==> src/rtl/arb_rr_4.sv <==
// arb_rr_4 : four-requester round-robin arbiter with registered one-hot grant.
//
// A requester wins from IDLE by a rotating-priority scan that starts at the
// pointer. It keeps the grant until it drops its request line. The pointer then
// moves to the slot after the released owner. At least one IDLE cycle always
// separates two grants.
//
// Optional feature (macro ARB_TIMEOUT_EN): a grant is revoked after TIMEOUT
// cycles of ownership, and `timeout` pulses for one cycle when that happens.
// Without the macro, `timeout` is constant 0 and a grant is held indefinitely.
//
// Parameters:
//   TIMEOUT   maximum grant hold in cycles (1..255), used only with ARB_TIMEOUT_EN
// Ports:
//   clk       system clock, rising edge
//   rst       synchronous active-high reset
//   en        arbitration enable; gates new grants only
//   req[3:0]  level-sensitive request lines, bit i = client i
//   gnt[3:0]  one-hot grant, zero when no owner
//   gnt_id    index of the current or last owner
//   gnt_valid high while a grant is active
//   timeout   one-cycle pulse when a grant is revoked by timeout
module arb_rr_4 #(
   parameter int unsigned TIMEOUT = 8
) (
   input  logic       clk,
   input  logic       rst,
   input  logic       en,
   input  logic [3:0] req,
   output logic [3:0] gnt,
   output logic [1:0] gnt_id,
   output logic       gnt_valid,
   output logic       timeout
);

   typedef enum logic [0:0] {
      ST_IDLE = 1'b0,
      ST_BUSY = 1'b1
   } state_t;

   state_t     state_q, state_d;
   logic [1:0] ptr_q, ptr_d;
   logic [1:0] gnt_id_q, gnt_id_d;
   logic       gnt_valid_q, gnt_valid_d;
   logic       timeout_q, timeout_d;
   logic [3:0] gnt_q, gnt_d;
   logic [1:0] winner_s;
   logic       expire_s;

   // First set request bit scanning ptr, ptr+1, ... with 2-bit wraparound.
   function automatic logic [1:0] rr_pick(input logic [3:0] r, input logic [1:0] p);
      logic [1:0] idx;
      logic       found;
      rr_pick = p;
      found   = 1'b0;
      for (int k = 0; k < 4; k++) begin
         idx = p + 2'(k);
         if (!found && r[idx]) begin
            rr_pick = idx;
            found   = 1'b1;
         end else begin
            found = found;
         end
      end
   endfunction

   assign winner_s = rr_pick(req, ptr_q);

`ifdef ARB_TIMEOUT_EN
   logic [7:0] cnt_q, cnt_d;

   // Hold counter: zero in IDLE, so it is cleared on entry to BUSY.
   always_comb begin
      cnt_d = 8'd0;
      if (state_q == ST_BUSY) begin
         cnt_d = cnt_q + 8'd1;
      end else begin
         cnt_d = 8'd0;
      end
   end

   // cnt_q counts BUSY cycles already elapsed. When it reaches TIMEOUT-1, the
   // grant has been visible for TIMEOUT cycles and the coming edge revokes it.
   assign expire_s = (state_q == ST_BUSY) && (cnt_q == 8'(TIMEOUT - 32'd1));

   // Hold counter register.
   always_ff @(posedge clk) begin
      if (rst) begin
         cnt_q <= 8'd0;
      end else begin
         cnt_q <= cnt_d;
      end
   end
`else
   wire unused_timeout_s = ^8'(TIMEOUT);
   assign expire_s = 1'b0;
`endif

   // Next-state and next-output logic of the IDLE/BUSY controller.
   always_comb begin
      state_d     = state_q;
      ptr_d       = ptr_q;
      gnt_id_d    = gnt_id_q;
      gnt_valid_d = gnt_valid_q;
      timeout_d   = 1'b0;
      case (state_q)
         ST_IDLE: begin
            if (en && (req != 4'b0000)) begin
               gnt_id_d    = winner_s;
               gnt_valid_d = 1'b1;
               state_d     = ST_BUSY;
            end else begin
               state_d = ST_IDLE;
            end
         end
         ST_BUSY: begin
            // A release takes precedence over a timeout at the same edge.
            if (!req[gnt_id_q]) begin
               gnt_valid_d = 1'b0;
               ptr_d       = gnt_id_q + 2'd1;
               state_d     = ST_IDLE;
            end else if (expire_s) begin
               gnt_valid_d = 1'b0;
               ptr_d       = gnt_id_q + 2'd1;
               timeout_d   = 1'b1;
               state_d     = ST_IDLE;
            end else begin
               state_d = ST_BUSY;
            end
         end
         default: begin
            gnt_valid_d = 1'b0;
            state_d     = ST_IDLE;
         end
      endcase
      if (gnt_valid_d) begin
         gnt_d = 4'b0001 << gnt_id_d;
      end else begin
         gnt_d = 4'b0000;
      end
   end

   // Controller state and registered outputs.
   always_ff @(posedge clk) begin
      if (rst) begin
         state_q     <= ST_IDLE;
         ptr_q       <= 2'd0;
         gnt_id_q    <= 2'd0;
         gnt_valid_q <= 1'b0;
         timeout_q   <= 1'b0;
         gnt_q       <= 4'b0000;
      end else begin
         state_q     <= state_d;
         ptr_q       <= ptr_d;
         gnt_id_q    <= gnt_id_d;
         gnt_valid_q <= gnt_valid_d;
         timeout_q   <= timeout_d;
         gnt_q       <= gnt_d;
      end
   end

   assign gnt       = gnt_q;
   assign gnt_id    = gnt_id_q;
   assign gnt_valid = gnt_valid_q;
   assign timeout   = timeout_q;

endmodule

==> config.mk <==
export PLATFORM = sky130hd
export DESIGN_NAME = arb_rr_4
export DESIGN_NICKNAME = d
export VERILOG_FILES = /design/src/rtl/arb_rr_4.sv
export SDC_FILE = /design/constraint.sdc
export NUM_CORES = 1
export LEC_CHECK = 0
export BUFFER_PORTS_ARGS = -buffer_cell sky130_fd_sc_hd__buf_4
export CAP_MARGIN = 20
export CORE_AREA = 2 2 39 41
export DETAILED_ROUTE_END_ITERATION = 7
export DIE_AREA = 0 0 41 43
export PLACE_DENSITY = 0.72
export SLEW_MARGIN = 10
export SYNTH_ARGS = -nofsm -noshare
export SYNTH_HDL_FRONTEND = slang
export SYNTH_SLANG_ARGS = --single-unit
==> constraint.sdc <==
create_clock -name clk -period 1.8 [get_ports clk]
set_clock_uncertainty 0.1 [all_clocks]
set_input_delay 0.18 -clock clk [delete_from_list [all_inputs] [get_ports clk]]
set_output_delay 0.18 -clock clk [all_outputs]
set_load 0.005 [all_outputs]
======== Yosys cells after proc, flatten, opt, wreduce, memory -nomap -nowiden ========
Cells that the tools add are included.
word-level totals
  output and inout bits ................... 8
  input bits .............................. 7
  word-level logic and storage cells ...... 52
  bits in registers ....................... 10
cells by class
  muxes and demuxes ....................... 24
  $add $sub $neg .......................... 4
  order comparisons ....................... 5
  reductions and logical operators ........ 10
  shifts and indexed selects .............. 1
  bitwise logic cells ..................... 3
operators with widths
  operator                                                                      number
  2-bit by 3-bit less-than comparator with 1-bit output, second input constant  5
  1-bit two-way mux                                                             12
  1-bit binary-select mux with 2-bit select                                     5
  2-bit two-way mux                                                             5
  2-bit by 1-bit adder with 2-bit output, second input constant                 2
  2-bit adder, second input constant                                            2
  1-bit logical AND                                                             4
  1-bit case mux with 2 select lines                                            2
  4-bit nonzero test                                                            1
  1-bit by 2-bit left shift with 4-bit output, first input constant             1
  1-bit zero test                                                               3
  1-bit NOT                                                                     3
  2-bit AND reduction                                                           1
  2-bit OR reduction                                                            1

======== Longest topological paths before layout ========
  depth in word-level cells ............... 15
  mapped depth ............................ 4
  gate-level depth less buffers ........... 4

======== Least setup slack after synthesis ========
OpenSTA, ideal clock, no wires.
  kind .................................... reg-to-reg
  start point ............................. register gnt_id_q[0] (netlist: gnt_id[0])
  end point ............................... register gnt_q[0] (netlist: gnt[0])
  data arrival time ....................... 1.308 ns
  library setup time ...................... 0.128 ns
  setup slack ............................. 0.264 ns
  stages on the path, launching flop included .. 5
  cells stage by stage .................... dfxtp_1 mux4_2 nand2b_1 o211ai_2 nor4bb_1
on the way
  cells in the longest elaborated chain, start to end .. 6
  elaborated cells between the ends (all ways) .. 9
  classes of those cells .................. 1 x shift; 6 x mux; 1 x bitwise; 1 x reduce/logical
ends and longest elaborated chain
  what                                       RTL line  RTL
  start, declared                            43        logic [1:0] gnt_id_q, gnt_id_d;
  start signal, assigned                     155       gnt_id_q <= gnt_id_d;
  1-bit binary-select mux with 2-bit select  118       if (!req[gnt_id_q]) begin
  1-bit two-way mux (implied by the code)    118
  1-bit two-way mux                          118
  1-bit case mux with 2 select lines         106       case (state_q)
  1-bit NOT (no source line)                 n/a
  2-bit OR reduction (no source line)        n/a
  end signal, assigned                       158       gnt_q <= gnt_d;
  end, declared                              46        logic [3:0] gnt_q, gnt_d;
Several ways; a longest one is shown, not always the timed one. The select of a mux whose other input is x is not followed.
A chain may end at the register's enable or synchronous reset.

======== Final worst setup path ========
Same ends and word-level chain as after synthesis.

==> flow_summary_export.csv <==
group,metric,value,unit
synth,synth_edf_count,0,
die,core,1380,µm²
drt,wl_per_cell,13.1,µm
synth,syn_nets,58,
synth,synth.distinct_cells,30,
cells_and_area,area_growth,32.2,%
grt,grt_pass1_vias,415,
die,rows,14,
cts,cts_root_buffer,"clkbuf_4",
grt,met2_usage,24.4,%
placed_design,io_buffers,13,
critical_path,critPathKind,"reg -> reg",
cells_and_area,nets,77,
synth,yosysWarnings,0,
grt,grt_pass1_wl,1.76,mm
die,die_h,43,µm
sta,min_period_over_period,88.4,%
cts,clkTransAtPathRegs,80,ps
pwr,powerDensity,831,nW/µm²
run,maxCapViolCount,0,
critical_path,required,1850,ps
critical_path,cp.arrival,1640,ps
synth,synthArstFlopShare,0,%
sta,fmaxAchievable,0.628,GHz
grt,gr-max-usage-layer,"met2",
placed_design,gp_congestion,0.828,
synth,syn_area,502,µm²
sta,rsz0062_at_grt,"false",
grt,use_met3,5.24,%
pwr,vdd_ir_drop_max,0.328,mV
grt,grt_usage,15.1,%
die,die_area,1760,µm²
cts,numClockSinks,10,
critical_path,startpoint_type,"flop",
outcome,status,"completed",
drt,vias_per_cell,5.34,
cells_and_area,layout-drive-gt1-share,39.1,%
synth,synth_seq_cells,10,
synth,syn_inst,51,
synth,yosysSeqAreaShare,39.9,%
drt,vias,454,
cts,cts_buffer_depth,2,
die,die_x,41,µm
synth,ys.flop_type,"dfxtp_1",
cts,cts_tree,"done",
cts,cts_setup_buffers,0,
sta,fin_tns_setup,0,ps
grt,antenna_found_initial,0,
critical_path,cp-end-kind,"flop",
pwr,power,551,µW
sta,drv_slew,0,
grt,use_met1,16.9,%
die,ioPinCount,15,
drt,first_iter_violations,8,
cts,htreeDepth,1,
grt,grt_max_degree,8,
cts,ctsResizeCount,0,
sta,fin_crit,1590,ps
sta,hold_viol,0,
drt,drtAntennaViolNets,0,
cts,clk_latency,280,ps
cells_and_area,n_antenna_cell,0,
placed_design,hpwl,880,µm
critical_path,crit_fanout,5,
cts,numCtsBuffers,3,
drt,wirelength,1.12,mm
synth,syn_avg_cell_area,9.84,µm²
sta,setup_viol,0,
hold_path,hold_path_class,"in -> reg",
cts,postCtsHoldBufs,0,
drt,drtPass1Iterations,4,
pwr,leakage,0.291,nW
grt,grt-ovfl-total,0,
die,initial_core_util,36.3,%
drt,drc,0,
-- cells by family after synthesis --
family          Yosys count  synth area share (%)
buf+inv                   4                  3.74
xor+xnor                  1                  1.75
other cells               1                 0.747
flops                    10                  39.9
compound gates           12                  20.4
simple gates             20                  24.9
mux                       3                  8.48
-- layout make-up --
cell class              count  area (µm²)
fillers                   134         721
flip-flops and latches     10         200
repair buffers             15         113
well taps                  16        20.0
inverters                   3        11.3
multi-input cells          37         283
clock buffers               4        36.3
-- power breakdown --
part	internal, mW	switching, mW	total (mW)
Combinational	0.0519	0.0449	0.0968
Clock	0.123	0.0896	0.213
Sequential	0.233	0.00863	0.242
Total	0.408	0.143	0.551
-- critical path: stages, from the launching register on --
cell	delay, ps
dfxtp_1	370
mux4_2	520
nand2b_1	230
o211ai_2	170
nor4bb_1	90
-- synth_stat cells (2+ instances only) --
cell type	number	area, µm²
nor2b_1	3	18.8
o21ai_0	2	10.0
nand2_1	2	7.51
nor2_1	5	18.8
inv_1	3	11.3
nand2b_1	2	12.5
dfxtp_1	10	200
mux2i_1	2	20.0
-- through the flow --
step	hold WS (ps)	worst slack (ps)	util [%]	instances	area [µm²]
finish	0.830	208	47.9	85	663
global route	19.8	154	47.9	85	663
CTS	2.72	213	47.9	85	663
detailed placement	299	139	45.3	81	627
global placement	299	163	45.3	81	627
floorplan	149	264	-	51	502
-- placed cells by master (no fill, tap or decap), drive strengths merged, types with 2 or more instances in the layout --
| cell type | synthesis | routed |
|---|---|---|
| nand2 | 2 | 2 |
| nand2b | 2 | 2 |
| o21ai | 2 | 2 |
| nor2 | 5 | 5 |
| buf | 1 | 15 |
| nor3b | 2 | 2 |
| mux2i | 2 | 2 |
| a21boi | 2 | 2 |
| nor2b | 3 | 3 |
| dfxtp | 10 | 10 |
| inv | 3 | 3 |
| clkbuf | 0 | 4 |
-- sequential cells by signal, indices dropped and copies added, names as in the netlist --
| name | count |
|---|---|
| gnt | 4 |
| gnt_id | 2 |
| state_q | 1 |
| gnt_valid | 1 |
| ptr_q | 2 |
-- path summary, 6_finish.rpt --
path / from / end / slack [ps] / cells after the start
hold reg to reg: state_q / state_q / 420 / 2
setup reg to reg: gnt_id[0] / gnt[0] / 210 / 4
setup / recovery: gnt_id[0] / gnt[0] / 210 / 4
hold / removal: rst / state_q / 0.8 / 2
-- routing by layer --
layer  part of all wire, %  wire length, µm
met1                    41              454
met3                   4.0               45
met2                    53              593
met4                   1.9               21
met5                     0                0
No activity file was read; power rests on OpenSTA's default activity.
